--- src/rtl/core_exec_array.sv ---
// Bank of execution slots behind the scheduler dispatch port.
// Slots count down task durations and retire through a round-robin completion port.
module core_exec_array #(
  parameter int NUM_CORES = 4,
  parameter int DUR_W     = 8,
  parameter int TAG_W     = 4,
  parameter int PRIO_W    = 3,
  localparam int IDX_W    = $clog2(NUM_CORES)
) (
  input  logic                       clk,
  input  logic                       reset,
  input  logic                       disp_valid,
  output logic                       disp_ready,
  input  logic [PRIO_W-1:0]          disp_priority,
  input  logic [DUR_W-1:0]           disp_duration,
  input  logic [TAG_W-1:0]           disp_tag,
  output logic [IDX_W-1:0]           disp_core,
  output logic [NUM_CORES-1:0]       core_busy,
  output logic [NUM_CORES*DUR_W-1:0] core_remaining,
  output logic                       cmp_valid,
  input  logic                       cmp_ready,
  output logic [IDX_W-1:0]           cmp_core,
  output logic [TAG_W-1:0]           cmp_tag,
  output logic [PRIO_W-1:0]          cmp_priority,
  output logic [15:0]                done_count
);

  typedef enum logic [1:0] {
    S_IDLE,
    S_RUN,
    S_DONE
  } slot_st_t;

  slot_st_t          st_q   [NUM_CORES];
  logic [DUR_W-1:0]  rem_q  [NUM_CORES];
  logic [TAG_W-1:0]  tag_q  [NUM_CORES];
  logic [PRIO_W-1:0] prio_q [NUM_CORES];

  logic [IDX_W-1:0]     rr_q;
  logic [IDX_W-1:0]     grant_q;
  logic                 lock_q;
  logic [IDX_W-1:0]     search;
  logic                 found;
  logic [IDX_W-1:0]     grant;
  logic [NUM_CORES-1:0] idle_v;
  logic [NUM_CORES-1:0] done_v;
  logic [DUR_W-1:0]     dur_eff;
  logic                 disp_fire;
  logic                 cmp_fire;

  always_comb begin
    idle_v         = '0;
    done_v         = '0;
    core_remaining = '0;
    for (int i = 0; i < NUM_CORES; i++) begin
      idle_v[i] = (st_q[i] == S_IDLE);
      done_v[i] = (st_q[i] == S_DONE);
      core_remaining[i*DUR_W +: DUR_W] = rem_q[i];
    end
  end

  always_comb begin
    disp_core = '0;
    for (int i = NUM_CORES - 1; i >= 0; i--) begin
      if (idle_v[i]) disp_core = IDX_W'(i);
    end
  end

  always_comb begin
    search = rr_q;
    found  = 1'b0;
    for (int k = 0; k < NUM_CORES; k++) begin
      if (!found && done_v[(int'(rr_q) + k) % NUM_CORES]) begin
        search = IDX_W'((int'(rr_q) + k) % NUM_CORES);
        found  = 1'b1;
      end
    end
  end

  // A stalled record is pinned so a later DONE slot cannot steal the grant.
  assign grant        = lock_q ? grant_q : search;
  assign disp_ready   = |idle_v;
  assign core_busy    = ~idle_v;
  assign cmp_valid    = |done_v;
  assign cmp_core     = grant;
  assign cmp_tag      = tag_q[grant];
  assign cmp_priority = prio_q[grant];
  assign disp_fire    = disp_valid && disp_ready;
  assign cmp_fire     = cmp_valid && cmp_ready;
  assign dur_eff      = (disp_duration == '0) ? DUR_W'(1) : disp_duration;

  always_ff @(posedge clk or posedge reset) begin
    if (reset) begin
      for (int i = 0; i < NUM_CORES; i++) begin
        st_q[i]   <= S_IDLE;
        rem_q[i]  <= '0;
        tag_q[i]  <= '0;
        prio_q[i] <= '0;
      end
      rr_q       <= '0;
      grant_q    <= '0;
      lock_q     <= 1'b0;
      done_count <= '0;
    end else begin
      for (int i = 0; i < NUM_CORES; i++) begin
        case (st_q[i])
          S_IDLE: begin
            if (disp_fire && disp_core == IDX_W'(i)) begin
              st_q[i]   <= S_RUN;
              rem_q[i]  <= dur_eff;
              tag_q[i]  <= disp_tag;
              prio_q[i] <= disp_priority;
            end
          end
          S_RUN: begin
            if (rem_q[i] == DUR_W'(1)) begin
              st_q[i]  <= S_DONE;
              rem_q[i] <= '0;
            end else begin
              rem_q[i] <= rem_q[i] - DUR_W'(1);
            end
          end
          S_DONE: begin
            if (cmp_fire && grant == IDX_W'(i)) st_q[i] <= S_IDLE;
          end
          default: st_q[i] <= S_IDLE;
        endcase
      end
      lock_q  <= cmp_valid && !cmp_ready;
      grant_q <= grant;
      if (cmp_fire) begin
        rr_q <= (grant == IDX_W'(NUM_CORES - 1)) ? '0 : grant + IDX_W'(1);
        done_count <= done_count + 16'd1;
      end
    end
  end

endmodule

--- config.mk ---
export PLATFORM = sky130hd
export DESIGN_NAME = core_exec_array
export DESIGN_NICKNAME = d
export VERILOG_FILES = /design/src/rtl/core_exec_array.sv
export SDC_FILE = /design/constraint.sdc
export NUM_CORES = 1
export LEC_CHECK = 0
export ABC_AREA = 1
export CORE_MARGIN = 2
export CORE_UTILIZATION = 30
export DETAILED_ROUTE_END_ITERATION = 12
export GPL_TIMING_DRIVEN = 1
export PLACE_DENSITY = 0.56
export SETUP_SLACK_MARGIN = 0.5
export SLEW_MARGIN = 20
export SYNTH_ARGS = -nofsm -noshare
export SYNTH_HDL_FRONTEND = slang
export SYNTH_SLANG_ARGS = --single-unit
--- constraint.sdc ---
create_clock -name clk -period 7.3 [get_ports clk]
set_clock_uncertainty 0.1 [all_clocks]
set_input_delay 1.46 -clock clk [delete_from_list [all_inputs] [get_ports clk]]
set_output_delay 1.46 -clock clk [all_outputs]
set_load 0.005 [all_outputs]
; Word-level counts from Yosys, hierarchy flattened
; Cells that the tools add are included.
; W data, S select, Z words.
[op_classes]
muxes = 58
n_reduce_logical = 46
n_lt_le_gt_ge = 5
n_addsub = 9
eq_ne = 30
bitwise = 5
[ops]
columns = cell, n
row1 = $mux W8, 9
row2 = $pmux W8 S2, 4
row3 = $mux W2, 21
row4 = $eq A8 B1 Y1 const B, 4
row5 = $sub A8 B1 Y8 const B, 4
row6 = $pmux W2 S3, 4
row7 = $add A16 B1 Y16 const B, 1
row8 = $eq A2 B2 Y1 const B, 8
row9 = $ne A2 B1 Y1 const B, 8
row10 = $reduce_and A2 Y1, 8
row11 = $logic_and A1 B1 Y1, 14
row12 = $eq A2 B1 Y1 const B, 6
row13 = $logic_not A2 Y1, 6
row14 = $lt A3 B4 Y1 const B, 3
row15 = $reduce_and A3 Y1, 4
row16 = $mux W1, 10
row17 = $bmux W1 S2, 4
row18 = $bmux W4 S2, 1
row19 = $logic_not A8 Y1, 1
row20 = $mux W4, 2
row21 = $ne A2 B2 Y1 const B, 4
row22 = $reduce_bool A2 Y1, 4
row23 = $reduce_or A4 Y1, 2
row24 = $bmux W3 S2, 1
row25 = 10 further kinds, 20
[word_totals]
elab_cells = 173
reg_bits = 89
out_inout_bits = 65

; Logic depth before layout (Yosys ltp)
; Gate-level depths: netlist of the first run.
[logic_depth]
word_depth = 19
ltp_mapped = 17

; Least setup slack after synthesis of the first run
; Ideal clock, no wire load.
[synth_timing]
kind = reg-to-output
from = register rr_q[0]
to = output port cmp_priority[0]
arrival_ps = 1655
path_buffers = 2
stages_incl_launch_ff = 17
slack_ps = 4085
required_time_ps = 5740
cell_sequence = dfrtp_1 > buf_6 > inv_8 > nand2_1 > nand2_2 > nand3_1 > nand2_1 > and2_4 > nand2_4 > nand2_2 > nand3_2 > nand2_4 > buf_12 > nand2_2 > nand2_1 > nand2_1 > nand2_1
[synth_between]
elab_chain_cells = 17
elab_cells_between_ends = 31
classes_between = add/sub (3) / mux (21) / bitwise (1) / reduce/logical (6)
[synth_lines]
columns = element, line
row1 = "start, declared", 39  ; logic [IDX_W-1:0] rr_q;
row2 = "start signal, assigned", 132  ; rr_q <= (grant == IDX_W'(NUM_CORES - 1)) ? '0 : grant + IDX_W'(1);
row3 = $add A2 B1 Y2 / $bmux W1 S2 (equally long branches), "73, 74"
row4 = $bmux W1 S2 / $mux W1 (equally long branches), 73  ; if (!found && done_v[(int'(rr_q) + k) % NUM_CORES]) begin
row5 = $mux W1 (not written as such), 73
row6 = $mux W1 (not written as such) / $logic_not A1 Y1 (equally long branches), 73
row7 = $logic_and A1 B1 Y1, 73
row8 = $mux W1, 73
row9 = $logic_not A1 Y1, 73
row10 = $logic_and A1 B1 Y1, 73
row11 = $mux W1, 73
row12 = $logic_not A1 Y1, 73
row13 = $logic_and A1 B1 Y1, 73
row14 = $mux W2 *, 73
row15 = $mux W2 *, 81  ; assign grant = lock_q ? grant_q : search;
row16 = $not A2 Y3 (not written as such) *, 87  ; assign cmp_priority = prio_q[grant];
row17 = $bmux W3 S2 *, 87
row18 = $mux W3 (not written as such) * (2 in a row), 87
row19 = "end, declared", 24  ; output logic [PRIO_W-1:0] cmp_priority,
; Mark *: on every way between the ends. The rest lies on a longest branch, timed or not. The select of a mux whose other input is x is not followed.

; Final worst setup path of the first run
[layout_timing]
from = register rr_q[0]
to = output port cmp_tag[3]
[layout_between]
elab_chain_cells = 17
elab_cells_between_ends = 31
classes_between = add/sub (3) / mux (21) / bitwise (1) / reduce/logical (6)
[layout_lines]
columns = element, line
row1 = $add A2 B1 Y2 / $bmux W1 S2 (equally long branches), "73, 74"
row2 = $bmux W1 S2 / $mux W1 (equally long branches), 73
row3 = $mux W1 (not written as such), 73
row4 = $mux W1 (not written as such) / $logic_not A1 Y1 (equally long branches), 73
row5 = $logic_and A1 B1 Y1, 73
row6 = $mux W1, 73
row7 = $logic_not A1 Y1, 73
row8 = $logic_and A1 B1 Y1, 73
row9 = $mux W1, 73
row10 = $logic_not A1 Y1, 73
row11 = $logic_and A1 B1 Y1, 73
row12 = $mux W2 *, 73
row13 = $mux W2 *, 81
row14 = $not A2 Y3 (not written as such) *, 86  ; assign cmp_tag = tag_q[grant];
row15 = $bmux W4 S2 *, 86
row16 = $mux W4 (not written as such) * (2 in a row), 86
row17 = "end, declared", 23  ; output logic [TAG_W-1:0] cmp_tag,
; Marks and branches as above.

==> results.json, run 1 <==
{
  "status": "completed",
  "synth_area_per_cell_sq_um": 7.91,
  "worstPathArrival_ns": 2.89,
  "die-area_sq_um": 17800,
  "final_cell_area_sq_um": 6390,
  "h-tree-depth": 3,
  "placed_area_sq_um": 6060,
  "finalHoldViolations": 0,
  "drive_above_1_share": 0.0813,
  "required_ns": 5.74,
  "start_util": 0.305,
  "p_sw_frac": 0.438,
  "syn2layout_area_growth_pct": 27.5,
  "viasPerCell": 4.62,
  "holdBufCountCts": 0,
  "critPathKind": "register to output pin",
  "synth_top_area_cell": "dfrtp_1",
  "fin_nets": 750,
  "rsz0062_at_grt": "no",
  "ys_top_cells_by_area": "dfrtp_1, nand2_1, o21ai_0, inv_1, nand3_1",
  "ys_types": 42,
  "synth-seq-area-share": 0.444,
  "clkTransAtPathRegs_ns": 0.07,
  "layout_common_cells": "nand2_1, dfrtp_1, clkdlybuf4s50_1",
  "clockBufferDepth": 2,
  "power_frac_clock": 0.159,
  "setup_violations": 0,
  "power_frac_seq": 0.290,
  "netlist_area_sq_um": 5010,
  "avgRoutedWirePerCell_microns": 13.6,
  "setup_ws_ns": 2.85,
  "fin_setup_tns_ns": 0,
  "yosysWarningCount": 0,
  "peakVddDrop_uv": 198,
  "worst_pin_slew_ns": 0.775,
  "async_reset_ff_frac": 1.00,
  "synth_enable_flop_cells": 0,
  "fmax_mhz": 225,
  "core-area_sq_um": 16500,
  "routed_wl_mm": 12.9,
  "vias": 4367,
  "port_buffers": 83,
  "fin_crit_ns": 4.45,
  "track_usage": 0.155,
  "grt_overflow_total": 0,
  "end_kind": "output pin",
  "ys_ff_latch": 89,
  "insertion_delay_ns": 0.35,
  "post_cts_buffers": 0,
  "comb_power_share": 0.551,
  "switchingPower_mw": 1.40,
  "timing.final.crit_share": 0.609,
  "cts_root_buf": "clkbuf_16",
  "grt_pass1_vias": 4295,
  "hp-class": "register to register",
  "cts_resized": 0,
  "final_common_cell": "nand2_1",
  "place_ws_ns": 3.24,
  "drtIter0Drc": 162,
  "leakagePower_nw": 3.05,
  "antenna_found_initial": 0,
  "p_int_mw": 1.80,
  "cap_violations": 0,
  "p_per_area_nw_per_um2": 502,
  "firstDrtPassIters": 4,
  "crit_path_max_fanout": 15,
  "synth_cells": 634,
  "gp_congestion": 0.838,
  "grt_max_degree": 49,
  "clock_sinks": 89,
  "power_mw": 3.21,
  "synthFlopType": "dfrtp_1",
  "die_y_microns": 133,
  "start_kind": "register",
  "grt_pass1_wl_mm": 22.0,
  "ios": 84,
  "rows": 47,
  "n_fill_cell": 1727,
  "fin_util": 0.388,
  "cts_inserted_buffers": 9,
  "cts_tree": "built",
  "postRouteAntennaNets": 0,
  "synth_top_area_frac": 0.444,
  "diodes": 0,
  "drc_errors": 0,
  "slew_headroom": 0.483,
  "dpl.hpwl_mm": 9.38,
  "syn_nets": 663,
  "slew_violations": 0,
  "fp.dieW_microns": 133
}
## per-layer routing
layer | global-route usage | routed length (microns) | vias to the layer above
met5 | 0 | 0 | -
met4 | 0.0668 | 296 | 0
met3 | 0.0228 | 295 | 21
met2 | 0.241 | 5950 | 58
met1 | 0.215 | 6330 | 2032
li1 | - | - | 2256
## path summary, 6_finish.rpt
| path | from | endpoint | slack [ns] | cells after the start |
|---|---|---|---|---|
| min | tag_q[0]$_DFFE_PP0P_ | tag_q[0]$_DFFE_PP0P_ | 0.38 | 2 |
| max | rr_q[0]$_DFFE_PP0P_ | cmp_tag[3] | 2.85 | 15 |
| max in group asynchronous | reset | grant_q[0]$_DFF_PP0_ | 4.58 | 3 |
| max reg2reg | st_q[5]$_DFFE_PP0P_ | core_remaining[25]$_DFFE_PP0P_ | 4.71 | 7 |
| min reg2reg | tag_q[0]$_DFFE_PP0P_ | tag_q[0]$_DFFE_PP0P_ | 0.38 | 2 |
| min in group asynchronous | reset | rr_q[0]$_DFFE_PP0P_ | 1.45 | 2 |
## kinds of logic (layout without fill, tap and decap cells)
group	count (synthesis)	in the layout	synth area share
XOR/XNOR	31	31	0.0541
AND/OR/NAND/NOR	320	320	0.289
flip-flops	89	89	0.444
adder cells (fa/ha/maj)	10	10	0.0250
buffers and inverters	78	170	0.0669
AO/OA/AOI/OAI	106	106	0.121
## worst max-delay path, cell delays in order (launching register included)
cell	delay [ns]
dfrtp_1	0.63
nand3_1	0.22
nand2_1	0.11
nand2_1	0.06
nand2_2	0.10
nand2_1	0.11
nand2_1	0.07
nand2_1	0.06
nand2_2	0.05
nand3_2	0.06
nand2_2	0.26
nand2_1	0.09
nand2_1	0.08
nand2_1	0.05
nand2_1	0.08
clkdlybuf4s50_1	0.50
## registers in the layout, summed over array words and instances (netlist names)
name,cells
st_q,8
tag_q,16
grant_q,2
done_count,16
rr_q,2
core_remaining,32
lock_q,1
prio_q,12
## cell usage after synthesis (all sizes together), types with 4 or more instances
library cell / number
ha: 10
nor4: 5
o21ai: 59
clkbuf: 4
xor2: 16
o22ai: 8
inv: 69
nor3: 12
a22oi: 8
nand3: 45
nor2: 40
buf: 4
a21oi: 18
xnor2: 15
nand2: 207
dfrtp: 89
nand4: 5
## power by group through the flow
stage / registers (mW) / logic [mW] / clock network, mW
6_report: 0.929 / 1.77 / 0.511
5_1_grt: 0.961 / 2.02 / 0.546
4_1_cts: 0.931 / 1.79 / 0.525
3_5_place_dp: 0.935 / 1.78 / 0
3_3_place_gp: 0.943 / 1.78 / 0
2_1_floorplan: 0.886 / 1.14 / 0
## area by class of cell
| type | count | area [sq um] | area share |
|---|---|---|---|
| timing repair buffer | 84 | 838 | 0.131 |
| tap | 220 | 275 | 0.0431 |
| clock inverter | 7 | 103 | 0.0161 |
| clock buffer | 9 | 225 | 0.0352 |
| multi-input combinational | 467 | 2450 | 0.384 |
| inverter | 70 | 272 | 0.0425 |
| sequential | 89 | 2230 | 0.348 |
## stage by stage
stage / std cells / hold WS, ns
floorplan: 634 / 0.353
global placement: 930 / 0.368
detailed placement: 930 / 0.374
CTS: 946 / 0.391
global route: 946 / 0.409
finish: 946 / 0.383
(Power assumes the default switching activity.)
==> inputs of run 2 (changes only) <==
--- a/config.mk
+++ b/config.mk
@@ -10,7 +10,7 @@
 export CORE_UTILIZATION = 30
 export DETAILED_ROUTE_END_ITERATION = 12
 export GPL_TIMING_DRIVEN = 1
-export PLACE_DENSITY = 0.56
+export PLACE_DENSITY = 0.58
 export SETUP_SLACK_MARGIN = 0.5
 export SLEW_MARGIN = 20
 export SYNTH_ARGS = -nofsm -noshare
==> constraint.sdc (replaced) <==
create_clock -name clk -period 3.7 [get_ports clk]
set_clock_uncertainty 0.1 [all_clocks]
set_input_delay 0.74 -clock clk [delete_from_list [all_inputs] [get_ports clk]]
set_output_delay 0.74 -clock clk [all_outputs]
set_load 0.005 [all_outputs]
==> run 2 against run 1 <==
  * Wire length is 10% higher
  * Global-route usage up 0.90 points
  * Largest power group unchanged
  * Largest cell class unchanged
  * Sequential cell count stayed put
  * Worst setup slack worse by 2.4 ns
  * Cell area up 8.0%
==> results.json, run 2 (same netlist as run 1, synthesis figures left out) <==
{
  "dpl.hpwl_mm": 9.66,
  "slowest_delay_ns": 0.53,
  "core-area_sq_um": 16500,
  "slew_headroom": 0.483,
  "hp-class": "register to register",
  "start_kind": "register",
  "p_sw_frac": 0.434,
  "path_cells": "inv_8 > nand2_4 > nand2_4 > nand3_2 > nand2_2 > and2_4 > nand2_4 > nand2_4 > nand3_4 > nand2_2 > clkdlybuf4s50_1",
  "postRouteAntennaNets": 0,
  "finalHoldViolations": 0,
  "grt_pass1_wl_mm": 23.1,
  "viasPerCell": 4.66,
  "p_per_area_nw_per_um2": 1060,
  "hold_depth": 2,
  "cts_inserted_buffers": 9,
  "hold_end": "prio_q[9]$_DFFE_PP0P_",
  "fin_nets": 785,
  "clock_sinks": 89,
  "drtIter0Drc": 329,
  "final_common_cell": "nand2_1",
  "vias": 4574,
  "port_buffers": 83,
  "largest_register_ffs": 32,
  "slew_violations": 0,
  "cap_violations": 0,
  "h-tree-depth": 3,
  "peakVddDrop_uv": 314,
  "worstPathArrival_ns": 2.41,
  "rows": 47,
  "grt_overflow_total": 0,
  "leakagePower_nw": 3.31,
  "fp.dieW_microns": 133,
  "power_frac_clock": 0.145,
  "regToRegEndpoint": "rr_q[1]$_DFFE_PP0P_",
  "fin_crit_ns": 3.25,
  "clockBufferDepth": 2,
  "drive_above_1_share": 0.172,
  "final_cells": 981,
  "fin_setup_tns_ns": 0,
  "place_inst": 934,
  "avgRoutedWirePerCell_microns": 14.4,
  "grt_max_degree": 49,
  "end_kind": "output pin",
  "power_frac_seq": 0.253,
  "setup_violations": 0,
  "cts_tree": "built",
  "syn2layout_area_growth_pct": 37.7,
  "clkTransAtPathRegs_ns": 0.06,
  "timing.final.crit_share": 0.880,
  "crit_top_cell": "nand2_4",
  "fmax_mhz": 307,
  "die_y_microns": 133,
  "track_usage": 0.164,
  "power_mw": 7.34,
  "min_from": "prio_q[9]$_DFFE_PP0P_",
  "r2r-start": "rr_q[1]$_DFFE_PP0P_",
  "worst_pin_slew_ns": 0.776,
  "required_ns": 2.86,
  "grt_pass1_vias": 4435,
  "rr_worst_depth": 15,
  "critPathKind": "register to output pin",
  "status": "completed",
  "antenna_found_initial": 0,
  "layout_common_cells": "nand2_1, dfrtp_1, clkdlybuf4s50_1",
  "routed_wl_mm": 14.2,
  "comb_power_share": 0.602,
  "start_util": 0.305,
  "holdBufCountCts": 0,
  "gp_congestion": 0.790,
  "cts_root_buf": "clkbuf_16",
  "n_fill_cell": 1702,
  "reg2reg_slack_ns": 1.26,
  "switchingPower_mw": 3.18,
  "crit_path_max_fanout": 8,
  "firstDrtPassIters": 5,
  "crit_path_top_delay_cell": "clkdlybuf4s50_1",
  "diodes": 0,
  "die-area_sq_um": 17800,
  "insertion_delay_ns": 0.35,
  "ios": 84,
  "p_int_mw": 4.16,
  "rsz0062_at_grt": "yes",
  "drc_errors": 0
}
-- run 2: cell count changes in the layout (fill, tap and decap cells not counted), sizes merged --
cell	previous run	this run
buf	1	38
clkinvlp	1	0
dlygate4sd2	0	1
inv	70	67
nand2	207	208
clkinv	4	5
clkbuf	9	15
bufinv	2	3
clkdlybuf4s50	83	75
-- run 2: power by group through the flow --
stage / clock network [mW] / logic [mW] / registers (mW)
final: 1.06 / 4.42 / 1.86
after global routing: 1.13 / 4.92 / 1.93
after detailed placement: 0 / 3.58 / 1.84
after floorplan: 0 / 2.26 / 1.75
after CTS: 1.08 / 4.03 / 1.84
after global placement: 0 / 3.55 / 1.85
-- run 2: repair_timing --
item | in CTS | in global routing
pin swaps | 8 | 31
endpoints found under the setup margin | 9 | 8
gates cloned | 1 | 0
resized for setup | 25 | 65
setup buffers | 20 | 10
-- run 2: worst max path at each step --
stage | start | end
3_3_place_gp | rr_q[0]$_DFFE_PP0P_ | cmp_tag[2]
5_1_grt | rr_q[0]$_DFFE_PP0P_ | cmp_core[0]
2_1_floorplan | reset | core_remaining[0]$_DFFE_PP0P_
3_5_place_dp | rr_q[0]$_DFFE_PP0P_ | cmp_priority[0]
6_report | rr_q[0]$_DFFE_PP0P_ | cmp_core[0]
4_1_cts | rr_q[0]$_DFFE_PP0P_ | cmp_tag[1]
-- run 2: area by class of cell --
| class | count | area (sq um) | area share |
|---|---|---|---|
| Clock inverter | 5 | 104 | 0.0150 |
| Inverter | 70 | 277 | 0.0400 |
| Tap cell | 220 | 275 | 0.0399 |
| Timing Repair Buffer | 118 | 1120 | 0.162 |
| Multi-Input combinational cell | 468 | 2670 | 0.387 |
| Clock buffer | 11 | 233 | 0.0337 |
| Sequential cell | 89 | 2230 | 0.323 |
-- run 2: per-stage QoR --
stage | hold slack, ns | util | instance area, sq um | setup WS, ns
2_1_floorplan | 0.353 | - | 5010 | 0.553
3_3_place_gp | 0.367 | 0.371 | 6110 | 0.392
3_5_place_dp | 0.374 | 0.371 | 6110 | 0.374
4_1_cts | 0.390 | 0.405 | 6670 | 0.393
5_1_grt | 0.415 | 0.419 | 6910 | 0.323
6_report | 0.385 | 0.419 | 6910 | 0.445
-- run 2: critical path: cells and delay by family (launching register included) --
kind	cells	cell delay [ns]
buffers and inverters	2	0.67
AND/OR/NAND/NOR	9	0.87
flip-flops	1	0.50
-- run 2: per-layer routing --
metal,track usage,part of all wire,up-vias
met5,0,0,-
met4,0.0621,0.019,0
met3,0.0259,0.031,19
met2,0.263,0.49,60
met1,0.223,0.46,2170
li1,-,-,2325
